[config.mk]
export PLATFORM = sky130hd
export DESIGN_NAME = cache_top_flat
export DESIGN_NICKNAME = d
export VERILOG_FILES = /design/src/rtl/cache_top_pkg.sv /design/src/rtl/cache_top_if.sv /design/src/rtl/cache_top_mem.sv /design/src/rtl/cache_top.sv /design/src/flat_wrapper.sv
export SDC_FILE = /design/constraint.sdc
export NUM_CORES = 1
export LEC_CHECK = 0
export CORE_MARGIN = 2
export CORE_UTILIZATION = 25
export CTS_CLUSTER_SIZE = 8
export DETAILED_ROUTE_END_ITERATION = 10
export PLACE_DENSITY = 0.38
export SYNTH_ARGS = -nofsm -noshare
export SYNTH_HDL_FRONTEND = slang
export SYNTH_HIERARCHICAL = 1
export SYNTH_SLANG_ARGS = --single-unit
[constraint.sdc]
create_clock -name clk_i -period 5.3 [get_ports clk_i]
set_clock_uncertainty 0.1 [all_clocks]
set_input_delay 1.06 -clock clk_i [delete_from_list [all_inputs] [get_ports clk_i]]
set_output_delay 1.06 -clock clk_i [all_outputs]
set_load 0.1 [all_outputs]
[src/rtl/cache_top_pkg.sv]
// Shared fetch-path types (ariane-style frontend request/response) and cache FSM states.
package cache_top_pkg;
  localparam int VLEN        = 32;
  localparam int FETCH_WIDTH = 32;

  typedef struct packed {
    logic            valid;
    logic [31:0]     cause;
    logic [VLEN-1:0] tval;
  } exception_t;

  typedef struct packed {
    logic            req;
    logic            kill_s1;
    logic            kill_s2;
    logic            spec;
    logic [VLEN-1:0] vaddr;
  } icache_dreq_i_t;

  typedef struct packed {
    logic                   ready;
    logic                   valid;
    logic [FETCH_WIDTH-1:0] data;
    logic [VLEN-1:0]        vaddr;
    exception_t             ex;
  } icache_dreq_o_t;

  typedef enum logic [1:0] {
    IDLE,
    LOOKUP,
    MISS_WAIT,
    REFILL
  } state_e;
endpackage

[src/rtl/cache_top_if.sv]
// Fetch request/response bundle between a stimulus source and the cache.
interface icache_if
  import cache_top_pkg::*;
(
  input logic clk_i,
  input logic rst_ni
);
  icache_dreq_i_t dreq_i;
  icache_dreq_o_t dreq_o;

  modport master (input clk_i, input rst_ni, output dreq_i, input dreq_o);
  modport slave  (output dreq_o, input dreq_i);
endinterface

[src/rtl/cache_top_mem.sv]
// Backing instruction memory. Word i holds i<<2, so the contents are computed
// from the wrapped word address rather than stored.
module icache_mem_model
  import cache_top_pkg::*;
#(
  parameter int MEM_WORDS = 1024
) (
  input  logic [VLEN-1:0] addr,
  output logic [31:0]     rdata
);
  localparam int AW = $clog2(MEM_WORDS);

  logic [AW-1:0] waddr;
  logic          unused_bits;

  assign waddr       = addr[AW+1:2];
  assign rdata       = 32'(waddr) << 2;
  assign unused_bits = ^{addr[VLEN-1:AW+2], addr[1:0]};
endmodule

[src/rtl/cache_top.sv]
// Direct-mapped instruction cache with an internal backing memory; single
// outstanding request, refill one word per cycle after a fixed miss delay.
module cache_top
  import cache_top_pkg::*;
#(
  parameter int NUM_LINES    = 16,
  parameter int LINE_BYTES   = 16,
  parameter int MEM_WORDS    = 1024,
  parameter int MISS_LATENCY = 4
) (
  input logic     clk_i,
  input logic     rst_ni,
  icache_if.slave bus
);
  localparam int OFFSET_W     = $clog2(LINE_BYTES);
  localparam int INDEX_W      = $clog2(NUM_LINES);
  localparam int TAG_W        = VLEN - OFFSET_W - INDEX_W;
  localparam int REFILL_WORDS = LINE_BYTES / 4;
  localparam int RCNT_W       = (REFILL_WORDS > 1) ? $clog2(REFILL_WORDS) : 1;
  localparam int CNT_W        = $clog2(MISS_LATENCY + 1);

  state_e state_q, state_d;

  logic [VLEN-1:0]   vaddr_q;
  logic              killed_q;
  logic [CNT_W-1:0]  wait_q;
  logic [RCNT_W-1:0] rcnt_q;

  logic [NUM_LINES-1:0]                        valid_q;
  logic [NUM_LINES-1:0][TAG_W-1:0]             tag_q;
  logic [NUM_LINES-1:0][REFILL_WORDS-1:0][31:0] data_q;

  logic [31:0]     data_out_q;
  logic [VLEN-1:0] vaddr_out_q;

  logic [INDEX_W-1:0] idx;
  logic [TAG_W-1:0]   tag;
  logic [RCNT_W-1:0]  wsel;
  logic               hit, kill_now, accept, fire, last_word;
  logic [VLEN-1:0]    refill_addr;
  logic [31:0]        mem_word, line_word;
  logic               unused_spec;

  assign idx         = vaddr_q[OFFSET_W +: INDEX_W];
  assign tag         = vaddr_q[VLEN-1 -: TAG_W];
  assign hit         = valid_q[idx] && (tag_q[idx] == tag);
  assign kill_now    = bus.dreq_i.kill_s1 | bus.dreq_i.kill_s2;
  assign accept      = (state_q == IDLE) && bus.dreq_i.req && !kill_now;
  assign last_word   = (rcnt_q == RCNT_W'(REFILL_WORDS - 1));
  assign line_word   = data_q[idx][wsel];
  assign unused_spec = bus.dreq_i.spec;

  generate
    if (REFILL_WORDS > 1) begin : g_wsel
      assign wsel = vaddr_q[2 +: RCNT_W];
    end else begin : g_wsel_one
      assign wsel = '0;
    end
  endgenerate

  assign refill_addr = {vaddr_q[VLEN-1:OFFSET_W], OFFSET_W'(0)} | VLEN'({rcnt_q, 2'b00});

  icache_mem_model #(.MEM_WORDS(MEM_WORDS)) u_mem (
    .addr  (refill_addr),
    .rdata (mem_word)
  );

  always_comb begin
    state_d = state_q;
    fire    = 1'b0;
    case (state_q)
      IDLE:      if (accept) state_d = LOOKUP;
      LOOKUP: begin
        if (hit) begin
          fire    = !killed_q && !kill_now;
          state_d = IDLE;
        end else if (killed_q || kill_now) begin
          state_d = IDLE;
        end else begin
          state_d = MISS_WAIT;
        end
      end
      MISS_WAIT: if (wait_q == CNT_W'(1)) state_d = REFILL;
      // A killed refill still installs the line but does not re-run the lookup.
      REFILL:    if (last_word) state_d = (killed_q || kill_now) ? IDLE : LOOKUP;
      default:   state_d = IDLE;
    endcase
  end

  always_ff @(posedge clk_i or negedge rst_ni) begin
    if (!rst_ni) begin
      state_q     <= IDLE;
      vaddr_q     <= '0;
      killed_q    <= 1'b0;
      wait_q      <= '0;
      rcnt_q      <= '0;
      valid_q     <= '0;
      data_out_q  <= '0;
      vaddr_out_q <= '0;
    end else begin
      state_q <= state_d;
      if (accept) begin
        vaddr_q  <= bus.dreq_i.vaddr;
        killed_q <= 1'b0;
      end else if (state_q != IDLE && kill_now) begin
        killed_q <= 1'b1;
      end
      if (state_q == LOOKUP && !hit) begin
        wait_q       <= CNT_W'(MISS_LATENCY);
        valid_q[idx] <= 1'b0;
      end
      if (state_q == MISS_WAIT) begin
        wait_q <= wait_q - CNT_W'(1);
        rcnt_q <= '0;
      end
      if (state_q == REFILL) begin
        rcnt_q <= rcnt_q + RCNT_W'(1);
        if (last_word) valid_q[idx] <= 1'b1;
      end
      if (fire) begin
        data_out_q  <= line_word;
        vaddr_out_q <= vaddr_q;
      end
    end
  end

  always_ff @(posedge clk_i) begin
    if (state_q == REFILL) begin
      data_q[idx][rcnt_q] <= mem_word;
      if (last_word) tag_q[idx] <= tag;
    end
  end

  always_comb begin
    bus.dreq_o       = '0;
    bus.dreq_o.ready = rst_ni && (state_q == IDLE);
    bus.dreq_o.valid = fire;
    bus.dreq_o.data  = fire ? line_word : data_out_q;
    bus.dreq_o.vaddr = fire ? vaddr_q : vaddr_out_q;
  end
endmodule

[src/flat_wrapper.sv]
// flat-port wrapper written by rule: the top's interface ports become plain ports
module cache_top_flat import cache_top_pkg::*;
#(
  parameter int NUM_LINES    = 16,
  parameter int LINE_BYTES   = 16,
  parameter int MEM_WORDS    = 1024,
  parameter int MISS_LATENCY = 4
)
  (clk_i, rst_ni, bus_dreq_o, bus_dreq_i);
  icache_if bus_i (.clk_i(clk_i), .rst_ni(rst_ni));
  input logic clk_i;
  input logic rst_ni;
  output wire logic [$bits(bus_i.dreq_o)-1:0] bus_dreq_o;
  input wire logic [$bits(bus_i.dreq_i)-1:0] bus_dreq_i;
  assign bus_dreq_o = bus_i.dreq_o;
  assign bus_i.dreq_i = bus_dreq_i;
  cache_top #(.NUM_LINES(NUM_LINES), .LINE_BYTES(LINE_BYTES), .MEM_WORDS(MEM_WORDS), .MISS_LATENCY(MISS_LATENCY)) u_core (.clk_i(clk_i), .rst_ni(rst_ni), .bus(bus_i));
endmodule
==> flow_metrics.tcl <==
set metrics [dict create \
    outcome "finished, violations left" \
    violations "setup timing" \
    wl_mm 283.8 \
    fin_crit_sh_pct 114.7 \
    drt_iter0_drc 3846 \
    die_area_sq_um 400500 \
    p_leak_nw 37.60 \
    ys_seq_area_share_pct 76.90 \
    tightestPinTransition_ns 1.263 \
    synthArstFlopShare_pct 4.702 \
    hold_viol_final 0 \
    areaGrowthSynthToFinish_pct 20.81 \
    highest-signal-layer "met4" \
    regArea_sq_um 76060 \
    seq_power_share_pct 38.1 \
    fin_util_pct 30.38 \
    powerDensity_nw_per_um2 531.0 \
    rows 230 \
    ir_worst_vdd_uv 409.7 \
    fmax_mhz 164.5 \
    route.vias.total 45190 \
    start_util_pct 25.15 \
    final.min_clock_period_ns 6.078 \
    totalPowerFinal_mw 63.43 \
    worst_hold_path_type "register to register" \
    place_inst 9476 \
    clock_path_buffers 4 \
    ys_warn_count 6 \
    cap_violations 0 \
    netlist_instances 4136 \
    path_clk_slew_ns 0.05 \
    io_buffer_count 102 \
    finalSetupViolations 65 \
    cts-buffers-inserted 358 \
    drive_gt1_share_pct 35.72 \
    place_hpwl_mm 157.6 \
    grt_usage_pct 14.00 \
    dpl_cell_area_sq_um 108600 \
    worst_slack_ns -0.7782 \
    finalMaxSlewViolations 0 \
    critPathKind "register to primary output" \
    slew_headroom_pct 15.79 \
    drcViolationCount 0 \
    multi_input_area_sq_um 22030 \
    syn_area_per_cell_sq_um 23.90 \
    vias_per_cell 4.518 \
    synthFlopType "edfxtp_1" \
    routed-wl-met2_mm 141.5 \
    grt_pass1_vias 47960 \
    clock_latency_ns 0.94 \
    synth_edf_count 2432 \
    start_kind "register" \
    fin_area_sq_um 119400 \
    rsz0062_at_grt "yes" \
    drt_pass1_iterations 5 \
    cts_tree "built" \
    ys_ff_latch 2552 \
    place_ws_ns -0.2678 \
    stdcell_count 10000 \
    grt_first_pass_wirelength_mm 393.2 \
    clkSinkCount 2552 \
    clock-root-buffer "clkbuf_16" \
    pwr-share-clk_pct 32.8 \
    swShare_pct 30.55 \
    io_pins 169 \
    ys_types 74 \
    nets 4691 \
    die_h_um 632.9 \
    mostFrequentLayoutCells "2432 x edfxtp_1, 734 x mux4_2, 365 x clkbuf_16, 196 x buf_4, 121 x buf_12" \
    antenna_found_initial 27 \
    overflow 0 \
    worst_hold_slack_ns 0.4029 \
    dieWidth_um 632.9 \
    gp_congestion 0.7318 \
    grt_max_degree 95 \
    syn-cell-area_sq_um 98870 \
    final_common_cell "edfxtp_1" \
    endpoint_kind "primary output" \
    h-tree-depth 5 \
    p_int_mw 44.05 \
    setup_tns_ns -45.31 \
    worstPathArrival_ns 4.92 \
    worst-path-max-fanout 13 \
    ant_nets 0 \
    core-area_sq_um 393100 \
    fillers 37810 \
    drt-met1-wl_mm 122.3 \
    power.switching_mw 19.38 \
    crit_required_ns 4.14 \
    wl_per_cell_um 28.38 \
    share_comb_of_total_power_pct 29.1 \
    wl_met3_mm 13.43 \
]
[path summary, 6_finish.rpt]
check | start | endpoint | slack [ns] | cells past startpoint
max | u_core/vaddr_q[5] | bus_dreq_o[106] | -0.78 | 15
min | u_core/vaddr_q[1] | u_core/vaddr_q[1] | 0.40 | 1
max reg2reg | u_core/vaddr_q[7] | u_core/data_q[1332] | 1.09 | 6
min reg2reg | u_core/vaddr_q[1] | u_core/vaddr_q[1] | 0.40 | 1
max in group asynchronous | rst_ni | u_core/data_out_q[25] | 3.41 | 3
min in group asynchronous | rst_ni | u_core/valid_q[8] | 0.55 | 2
[cell usage after synthesis (14+ instances only)]
cell type / instances / area share [%]
edfxtp_1: 2432 / 74
mux2_2: 83 / 0.95
xnor2_1: 27 / 0.24
mux2i_1: 80 / 0.81
mux4_1: 15 / 0.40
buf_4: 110 / 0.84
buf_1: 27 / 0.10
mux4_2: 730 / 17
nor2_1: 114 / 0.43
a31oi_1: 14 / 0.089
nand2_1: 26 / 0.099
buf_2: 73 / 0.37
mux2_4: 22 / 0.33
inv_1: 18 / 0.068
clkbuf_1: 68 / 0.26
dfrtp_1: 120 / 3.0
buf_6: 27 / 0.31
[worst max-delay path: stages, from the launching register on]
cell and delay, ns:
dfrtp_4 0.48, buf_12 0.16, buf_16 0.16, buf_4 0.18, mux4_2 0.36, a2111oi_2 0.42
buf_4 0.18, o2bb2ai_1 0.12, a31oi_2 0.13, a2111oi_4 0.46, buf_4 0.21, nand4_4 0.10
buf_12 0.19, buf_16 0.17, mux2_4 0.40, buf_12 0.19
[registers in the layout (all words and copies together) (netlist names), named ones only]
register and count:
u_core/killed_q 1, u_core/tag_q 384, u_core/valid_q 16, u_core/vaddr_out_q 32, u_core/vaddr_q 32, u_core/data_out_q 32
u_core/state_q 1, u_core/wait_q 3, u_core/rcnt_q 2, u_core/data_q 2048
[area by class of cell]
type                    instances  share of cell area [%]
flip-flops and latches       2552                   63.68
multi-input cells            1341                   18.45
clock buffers                 459                   7.933
well taps                    5220                   5.468
repair buffers                375                   3.975
clock inverters                22                  0.4096
inverters                      19                 0.05971
diodes                         13                 0.02724
[power groups by stage]
stage | combinational (mW) | clock (mW) | sequential (mW)
3_3_place_gp | 18.2 | 0 | 24.6
2_1_floorplan | 11.2 | 0 | 24.2
3_5_place_dp | 18.2 | 0 | 24.6
5_1_grt | 19.6 | 22.3 | 24.2
4_1_cts | 18.8 | 21.5 | 24.2
6_report | 18.5 | 20.8 | 24.1
[cell families (layout without fill, tap and decap cells)]
kind of cell             count (synthesis)  after routing  synth area share [%]
AO/OA/AOI/OAI                           93             93                0.7416
XOR/XNOR                                34             34                0.3012
adder cells (fa/ha/maj)                  6              6               0.07593
buffers and inverters                  328            875                 1.993
flip-flops                            2552           2552                 76.90
multiplexers                           930            930                 19.12
other                                    2            100              0.007596
AND/OR/NAND/NOR                        191            191                0.8618
[layer usage]
layer  track usage (%)  vias up
met4             3.435        0
met1             18.61    25270
met5                 0        -
met3             2.265      364
li1                  -    18470
met2             23.83     1092
[timing repair]
item | in CTS | in global routing
resized for setup | 55 | 18
setup buffers | 18 | 5
setup endpoints to repair | 65 | 65
hold buffers | 1 | 0
pin swaps | 17 | 4
hold endpoints to repair | 34 | 0
cloned | 6 | 1
No activity file was read; power rests on OpenSTA's default activity.
